## src/rtl/fstore_tty.sv

```systemverilog
`timescale 1ns/1ps
// -----------------------------------------------------------------------------
// fstore_tty -- character terminal front end for a 64-bit framebuffer.
//
// Accepts one byte at a time, writes printable characters as 16-bit cells
// {attr, ch} into a text framebuffer (4 cells per 64-bit word, 32 words per
// row), interprets CR/LF/BS/FF, scrolls the screen by copying words upward,
// and publishes the cursor position through two register writes after every
// byte. A full-screen clear runs after every reset release.
//
// Ports
//   clk_i, rst_ni      clock (rising edge), asynchronous active-low reset
//   ch_valid/ch_data   byte offer; accepted when ch_valid && ch_ready
//   attr_i             cell attribute, sampled together with the byte
//   ch_ready, busy     ready for a byte / its inverse
//   hid_en             one-cycle bus access strobe
//   hid_we             byte write enables (all zero = read)
//   hid_addr           byte address, 8-byte aligned
//   hid_wrdata         write data
//   one_hot_data_addr  8'h80 while hid_en is high
//   hid_rddata         read data, valid the cycle after a read strobe
//   cur_x, cur_y       current cursor column / row
// -----------------------------------------------------------------------------
module fstore_tty #(
  parameter int         COLS     = 128,
  parameter int         ROWS     = 32,
  parameter logic [7:0] DEF_ATTR = 8'h0F
) (
  input  logic        clk_i,
  input  logic        rst_ni,
  input  logic        ch_valid,
  input  logic [7:0]  ch_data,
  input  logic [7:0]  attr_i,
  output logic        ch_ready,
  output logic        busy,
  output logic        hid_en,
  output logic [7:0]  hid_we,
  output logic [18:0] hid_addr,
  output logic [63:0] hid_wrdata,
  output logic [7:0]  one_hot_data_addr,
  input  logic [63:0] hid_rddata,
  output logic [6:0]  cur_x,
  output logic [5:0]  cur_y
);

  typedef enum logic [3:0] {
    RST_CLR, IDLE, PUT, CTRL, SCR_RD, SCR_CAP, SCR_WR,
    ROW_CLR, SCR_CLR, CUR_X, CUR_Y
  } state_t;

  localparam logic [6:0]  LAST_COL   = 7'(COLS - 1);
  localparam logic [5:0]  LAST_ROW   = 6'(ROWS - 1);
  localparam logic [11:0] CLR_LAST   = 12'(ROWS * 32 - 1);
  localparam logic [11:0] SCR_LAST   = 12'((ROWS - 1) * 32 - 1);
  localparam logic [18:0] CUR_X_ADDR = 19'h4010;  // register index 2
  localparam logic [18:0] CUR_Y_ADDR = 19'h4018;  // register index 3
  localparam logic [7:0]  CH_SPACE   = 8'h20;
  localparam logic [7:0]  CH_BS      = 8'h08;
  localparam logic [7:0]  CH_LF      = 8'h0A;
  localparam logic [7:0]  CH_FF      = 8'h0C;
  localparam logic [7:0]  CH_CR      = 8'h0D;
  localparam logic [7:0]  CH_DEL     = 8'h7F;

  state_t      state;
  logic [11:0] cnt;      // word counter for clear / scroll loops
  logic [7:0]  ch_q;     // byte latched at acceptance
  logic [7:0]  attr_q;   // attribute latched at acceptance (DEF_ATTR after reset)

  logic        bus_en;
  logic [7:0]  bus_we;
  logic [18:0] bus_addr;
  logic [63:0] bus_wd;
  logic [10:0] src_word;
  logic        is_print;
  logic        newline;

  function automatic logic [18:0] word_addr(input logic [10:0] w);
    return {5'd0, w, 3'b000};
  endfunction

  assign src_word = cnt[10:0] + 11'd32;  // scroll source: one row below
  assign is_print = (ch_data >= CH_SPACE) && (ch_data != CH_DEL);
  assign newline  = ((state == PUT)  && (cur_x == LAST_COL)) ||
                    ((state == CTRL) && (ch_q == CH_LF));

  // Bus action issued by the current state; registered below.
  always_comb begin
    // NOTE: every output of this block gets a default first so no path leaves
    // it unassigned, which would otherwise infer a latch.
    bus_en   = 1'b0;
    bus_we   = 8'h00;
    bus_addr = hid_addr;
    bus_wd   = hid_wrdata;
    case (state)
      RST_CLR, SCR_CLR: begin
        bus_en   = 1'b1;
        bus_we   = 8'hFF;
        bus_addr = word_addr(cnt[10:0]);
        bus_wd   = {4{attr_q, CH_SPACE}};
      end
      PUT: begin
        bus_en   = 1'b1;
        bus_we   = 8'b0000_0011 << {cur_x[1:0], 1'b0};
        bus_addr = word_addr({cur_y, cur_x[6:2]});
        bus_wd   = {4{attr_q, ch_q}};
      end
      SCR_RD: begin
        bus_en   = 1'b1;
        bus_addr = word_addr(src_word);
      end
      SCR_WR: begin
        // The read issued two cycles ago returns its data during the idle
        // SCR_CAP bus cycle; it is registered straight into the write data.
        bus_en   = 1'b1;
        bus_we   = 8'hFF;
        bus_addr = word_addr(cnt[10:0]);
        bus_wd   = hid_rddata;
      end
      ROW_CLR: begin
        bus_en   = 1'b1;
        bus_we   = 8'hFF;
        bus_addr = word_addr({LAST_ROW, cnt[4:0]});
        bus_wd   = {4{attr_q, CH_SPACE}};
      end
      CUR_X: begin
        bus_en   = 1'b1;
        bus_we   = 8'hFF;
        bus_addr = CUR_X_ADDR;
        bus_wd   = {57'd0, cur_x};
      end
      CUR_Y: begin
        bus_en   = 1'b1;
        bus_we   = 8'hFF;
        bus_addr = CUR_Y_ADDR;
        bus_wd   = {58'd0, cur_y};
      end
      default: ;  // IDLE, CTRL, SCR_CAP keep the bus quiet
    endcase
  end

  always_ff @(posedge clk_i or negedge rst_ni) begin
    if (!rst_ni) begin
      state             <= RST_CLR;
      cnt               <= '0;
      ch_q              <= '0;
      attr_q            <= DEF_ATTR;
      ch_ready          <= 1'b0;
      busy              <= 1'b1;
      hid_en            <= 1'b0;
      hid_we            <= '0;
      hid_addr          <= '0;
      hid_wrdata        <= '0;
      one_hot_data_addr <= '0;
      cur_x             <= '0;
      cur_y             <= '0;
    end else begin
      // NOTE: state registers use non-blocking assignments so every read in
      // this block sees the pre-edge value; where the same register is
      // assigned twice, the later assignment wins (used by newline below).
      hid_en            <= bus_en;
      hid_we            <= bus_we;
      hid_addr          <= bus_addr;
      hid_wrdata        <= bus_wd;
      one_hot_data_addr <= bus_en ? 8'h80 : 8'h00;
      ch_ready          <= 1'b0;
      busy              <= 1'b1;

      case (state)
        RST_CLR, SCR_CLR: begin
          if (cnt == CLR_LAST) begin
            cnt   <= '0;
            state <= CUR_X;
          end else begin
            cnt <= cnt + 12'd1;
          end
        end
        IDLE: begin
          if (ch_valid && ch_ready) begin
            ch_q   <= ch_data;
            attr_q <= attr_i;
            state  <= is_print ? PUT : CTRL;
          end else begin
            ch_ready <= 1'b1;
            busy     <= 1'b0;
          end
        end
        PUT: begin
          cur_x <= cur_x + 7'd1;
          state <= CUR_X;
        end
        CTRL: begin
          state <= CUR_X;
          case (ch_q)
            CH_CR: cur_x <= '0;
            CH_BS: if (cur_x != 7'd0) cur_x <= cur_x - 7'd1;
            CH_FF: begin
              cur_x <= '0;
              cur_y <= '0;
              cnt   <= '0;
              state <= SCR_CLR;
            end
            default: ;  // LF handled below, others ignored
          endcase
        end
        SCR_RD:  state <= SCR_CAP;
        SCR_CAP: state <= SCR_WR;
        SCR_WR: begin
          if (cnt == SCR_LAST) begin
            cnt   <= '0;
            state <= ROW_CLR;
          end else begin
            cnt   <= cnt + 12'd1;
            state <= SCR_RD;
          end
        end
        ROW_CLR: begin
          if (cnt[4:0] == 5'd31) begin
            cnt   <= '0;
            state <= CUR_X;
          end else begin
            cnt <= cnt + 12'd1;
          end
        end
        CUR_X:   state <= CUR_Y;
        CUR_Y:   state <= IDLE;
        default: state <= IDLE;
      endcase

      // Newline overrides the column/next-state chosen above.
      if (newline) begin
        cur_x <= '0;
        if (cur_y == LAST_ROW) begin
          cnt   <= '0;
          state <= SCR_RD;
        end else begin
          cur_y <= cur_y + 6'd1;
        end
      end
    end
  end

endmodule

```

## config.mk

```make
export PLATFORM = sky130hd
export DESIGN_NAME = fstore_tty
export DESIGN_NICKNAME = d
export VERILOG_FILES = /design/src/rtl/fstore_tty.sv
export SDC_FILE = /design/constraint.sdc
export NUM_CORES = 1
export LEC_CHECK = 0
export BUFFER_PORTS_ARGS = -buffer_cell sky130_fd_sc_hd__buf_2
export CORE_ASPECT_RATIO = 0.7
export CORE_UTILIZATION = 40
export CTS_CLUSTER_SIZE = 8
export DETAILED_ROUTE_END_ITERATION = 12
export GPL_ROUTABILITY_DRIVEN = 1
export PLACE_DENSITY_LB_ADDON = 0.3
export SYNTH_ARGS = -nofsm -noshare
export SYNTH_HDL_FRONTEND = slang
export SYNTH_SLANG_ARGS = --single-unit
export TNS_END_PERCENT = 20
```

## constraint.sdc

```tcl
create_clock -name clk_i -period 5.4 [get_ports clk_i]
set_clock_uncertainty 0.1 [all_clocks]
set_input_delay 0 -clock clk_i [delete_from_list [all_inputs] [get_ports clk_i]]
set_output_delay 0 -clock clk_i [all_outputs]
set_load 0.005 [all_outputs]
```

# == Yosys cells after proc, flatten, opt, wreduce, memory -nomap -nowiden ==
# Index checks and enable logic that the tools add are counted.
# classes
n_addsub,5
magnitude_cmp,1
n_eq_ne,22
n_shift,1
n_mux,33
n_reduce_logical,18
# ops
cell,n
one-hot mux 64 bit (5 select lines),1
one-hot mux 19 bit (6 select lines),1
two-way mux 12 bit,6
one-hot mux 12 bit (4 select lines),1
one-hot mux 4 bit (9 select lines),1
equality test 8 x 4 -> 1 bit (second input constant),4
one-hot mux 7 bit (2 select lines),2
equality test 12 x 10 -> 1 bit (second input constant),2
two-way mux 6 bit,4
two-way mux 4 bit,5
equality test 4 x 3 -> 1 bit (second input constant),4
one-hot mux 8 bit (2 select lines),1
two-way mux 7 bit,2
adder 12 x 1 -> 12 bit (second input constant),1
equality test 4 bit (second input constant),3
adder 11 x 6 -> 11 bit (second input constant),1
equality test 4 x 2 -> 1 bit (second input constant),2
>= comparator 8 x 6 -> 1 bit (second input constant),1
two-way mux 8 bit,1
inequality test 8 x 7 -> 1 bit (second input constant),1
OR reduction 8 bit,1
left shift 2 x 3 -> 8 bit (first input constant),1
adder 7 x 1 -> 7 bit (second input constant),1
equality test 7 bit (second input constant),1
other kinds (21),32
# totals
reg_bits,147
inputBits,83
out_inout_bits,115
word_cells,93

# == Logic depth before layout (Yosys ltp) ==
# depth
ltp_word,7
mapped_depth,9
mapped_depth_nobuf,8

# == Least setup slack after synthesis ==
# OpenSTA, ideal clock, no wires.
# synth_path
kind,reg-to-reg
startpoint,reg cnt[0]
endpoint,reg cnt[11]
setup_time_ps,78
t_arrival_ps,2021
required_ps,5222
path_slack_ps,3201
stages_incl_launch_ff,10
synth_period_minus_slack_ps,2199
path_cell_list,dfrtp_1 -> ha_1 -> and3_1 -> ha_1 -> nor3_1 -> nor2_1 -> a21o_1 -> buf_2 -> o21ai_0 -> o2bb2ai_1
# synth_via
elab_chain_len,5
word_cells_on_any_way,10
classes_between,1 x add/sub; 3 x eq/ne; 6 x mux
# synth_lines
element,line_no,text
start: declaration,65,logic [11:0] cnt;
start signal: assignment,174,cnt <= cnt + 12'd1;
start signal: assignment,212,cnt <= cnt + 12'd1;
start signal: assignment,221,cnt <= cnt + 12'd1;
"adder 12 x 1 -> 12 bit, or another cell as far along","174, 212, 221",
"two-way mux 12 bit, on equally long branches","217, 170, 208",
one-hot mux 12 bit (4 select lines) *,168,case (state)
two-way mux 12 bit,232,if (cur_y == LAST_ROW) begin
two-way mux 12 bit *,230,if (newline) begin
# Every way passes the cells marked *; elsewhere a longest branch is shown, timed or not.
# A chain may end at the register's enable or synchronous reset.

# == Worst setup path after layout ==
# layout_path
startpoint,reg state[2]
endpoint,reg hid_wrdata[19]
# layout_via
elab_chain_len,3
word_cells_on_any_way,10
classes_between,6 x eq/ne; 1 x mux; 3 x reduce/logical
# layout_lines
element,line_no,text
start: declaration,64,state_t state;
start signal: assignment,181,state <= is_print ? PUT : CTRL;
"equality test 4 x 3 -> 1 bit, or another cell as far along",94,case (state)
OR reduction 3 bit (no line),--,
one-hot mux 64 bit (5 select lines) or nonzero test 5 bit (tied branches),--,
end signal: assignment,163,hid_wrdata <= bus_wd;
end: declaration,39,"output logic [63:0] hid_wrdata,"
# Parallel ways exist; a longest one is shown, timed or not.

==> metrics.txt <==
run status=finished clean; actual slew at the worst max-slew pin=1.03 ns; ys async rst share=100%; Total Wirelength=21600 um; Final Net Count=1067; dominant combinational cell family by area after synthesis=compound AO/OA/AOI/OAI gates; slack of the critical path=1.85 ns; yosys synthesis warning count=0; leading register cell type out of synthesis=sky130_fd_sc_hd__dfrtp_1; WL per Instance=17.8 um; via count of the first global-routing pass=6064; max_slew headroom=31.1%; Mean Syn Cell Area=9.11 um2; origin of the worst setup path=state[2]; clock buffers created by TritonCTS=17; adder-cell share of the synthesized area=1.68%; standard cell core area=16300 um2; multi-input gate area in the final layout=3130 um2; path type of the worst setup path=reg -> reg; total of fill cells in the finished design=1434; PortBufs=183; first-iteration detailed-routing DRC count=832; pwr dens=506 nW/um2; Fin Hold WS=0.0437 ns; chip width=157 um; post-detailed-placement half-perimeter wirelength=14700 um; final hold violations=0; Critical Path RT=5.56 ns; vias after detailed routing=6690; Remaining DRCs=0; clock root buffer=sky130_fd_sc_hd__clkbuf_16; pre-CTS setup slack=1.95 ns; Netlist Area Pre-Place=6690 um2; leading post-synthesis cells by cell area=sky130_fd_sc_hd__dfrtp_1 46%, sky130_fd_sc_hd__a21oi_1 6.3%, sky130_fd_sc_hd__nand2_1 5.3%, sky130_fd_sc_hd__o21ai_0 5.1%, sky130_fd_sc_hd__nor2_1 4.3%; remaining antenna violation count=0; global-route wire length before repair=32600 um; simple-gate share of the synthesized area=19.5%; fraction of the mapped netlist area in compound gates=20.9%; standard-cell rows=39; Remaining Overflow, GRT=0; Die Ht=110 um; I/O pin count=198; number of distinct library cells after synthesis=72; clock transition at the registers of the reported paths=0.06 ns; number of antenna violations at the first check in global routing=0; crit start category=register; count of final max-slew check failures=0; sequential standard cell area=3210 um2; worst supply voltage drop on vdd=0.000253 V; diode count=0; most used cells in the layout excluding fill and tap cells=182 x sky130_fd_sc_hd__buf_2, 123 x sky130_fd_sc_hd__dfrtp_1, 95 x sky130_fd_sc_hd__nand2_1; synthesis-to-layout area growth=35.6%; worst min path class=in -> async; Synth top area share=46.0%; clock net sink count=128; most common cell after layout, fill and taps aside=sky130_fd_sc_hd__buf_2; RSZ-0062 raised after global routing=false; Die Outline Area=17300 um2; multiplexer area fraction after synthesis=3.20%; H-tree level count=4; number of max-cap violations=0; share of layout cells above drive strength 1=26.8%; count of TritonRoute iterations in the first routing pass=5; number of flops mapped to enable cells by yosys=0; initial core utilization=40.9%; final estimated routing congestion in global placement=0.950; later-pin clock latency in the skew report=0.42 ns; share of the yosys chip area belonging to registers=48.0%; flip-flop and latch count after synthesis=128; endpoints failing setup=0; CTS tree=yes; final cycle utilization of the critical path=65.8%; top cell type by total area after synthesis=sky130_fd_sc_hd__dfrtp_1; highest net fanout along the worst path=34; combined global-route utilization of all metal layers=24.7%; maximum frequency from static timing analysis=0.282 GHz; total negative slack=0 ns; endpoint class of the critical path=register; Leak=4.29 nW; Reg-to-Reg Start=state[2]; pin count of the biggest net entering global routing=78; ratio of routed vias to standard cells=5.52; maximum root-to-sink buffer count=2; synthesized netlist cell count=735; Worst EP arrival=3.71 ns; post-synthesis xor/xnor area fraction=0.523%; Final Critical Period=3.55 ns
## metal layers
metal	up-vias	GRT usage (%)	wire (um)
met5	-	0	0
met4	0	7.56	365
met3	35	6.41	1860
met2	323	34.9	9280
met1	3249	36.7	10100
li1	3083	-	-
## through the flow
| stage | std cells | total power, mW | area [um2] | util (%) |
|---|---|---|---|---|
| final | 1213 | 4.59 | 9080 | 55.5 |
| after floorplan | 748 | 2.64 | 6740 | - |
| after detailed placement | 1099 | 3.26 | 7620 | 46.6 |
| after global placement | 1099 | 3.23 | 7620 | 46.6 |
| after CTS | 1213 | 4.56 | 9080 | 55.5 |
| after global routing | 1213 | 4.90 | 9080 | 55.5 |
## critical path, cell delays in order, from the launching register on
cell and delay [ns]:
sky130_fd_sc_hd__dfrtp_1 0.86, sky130_fd_sc_hd__inv_1 0.40, sky130_fd_sc_hd__a32oi_1 0.93, sky130_fd_sc_hd__nand2_1 0.46, sky130_fd_sc_hd__buf_4 0.39, sky130_fd_sc_hd__nor2_1 0.17
sky130_fd_sc_hd__a21oi_1 0.07
## path summary, 6_finish.rpt
path,end,slack (ns),cells past startpoint
max,hid_wrdata[19],1.85,6
min,hid_wrdata[13],0.04,2
max reg2reg,hid_wrdata[19],1.85,6
min reg2reg,hid_wrdata[28],0.38,2
max in group asynchronous,attr_q[6],3.71,3
min in group clk_i,attr_q[0],0.26,3
## Yosys cell counts (all sizes together), types with 4 or more instances
cell type	n
nand3	12
dfrtp	123
a22oi	13
mux2	19
inv	13
clkbuf	25
and2	8
a21o	9
nand2	95
a211oi	6
a32oi	6
dfstp	5
and3	15
nor3	13
nor4	5
or3	5
nor2b	4
nor3b	5
nand2b	10
nor2	77
a31oi	10
o22ai	6
o21ai	70
ha	9
a21oi	84
buf	37
## area by class of cell
type | count | share of cell area [%]
sequential | 128 | 35.4
clock buffer | 18 | 4.73
inverter | 13 | 0.538
clock inverter | 14 | 2.26
multi-input combinational | 545 | 34.4
tap | 225 | 3.10
timing repair buffer | 270 | 19.6
## power by group
part | internal (mW) | total, mW | switching, mW
Sequential | 1.30 | 1.62 | 0.319
Combinational | 0.700 | 1.73 | 1.02
Clock | 0.782 | 1.25 | 0.464
## cells by family (layout without fill, tap and decap cells)
| logic type | Yosys count | in the layout |
|---|---|---|
| mux | 19 | 19 |
| buf+inv | 75 | 315 |
| flops | 128 | 128 |
| compound gates | 232 | 232 |
| other cells | 1 | 14 |
| simple gates | 267 | 267 |
| fa+ha+maj | 9 | 9 |
| xor+xnor | 4 | 4 |
## what timing repair did
| action | 4_1_cts | 5_1_grt |
|---|---|---|
| hold buffers | 82 | 0 |
| gates resized for setup | 0 | 0 |
| endpoints found under the hold margin | 132 | 0 |
| buffers inserted | 0 | 0 |
## registers in the layout, summed over array words and instances (netlist names)
| name | flops |
|---|---|
| one_hot_data_addr | 1 |
| hid_we | 4 |
| cnt | 12 |
| cur_x | 7 |
| ch_ready | 1 |
| busy | 1 |
| ch_q | 8 |
| hid_addr | 12 |
| attr_q | 8 |
| hid_wrdata | 64 |
| state | 4 |
| cur_y | 6 |
Note: power is estimated with default switching activity, not from simulation.
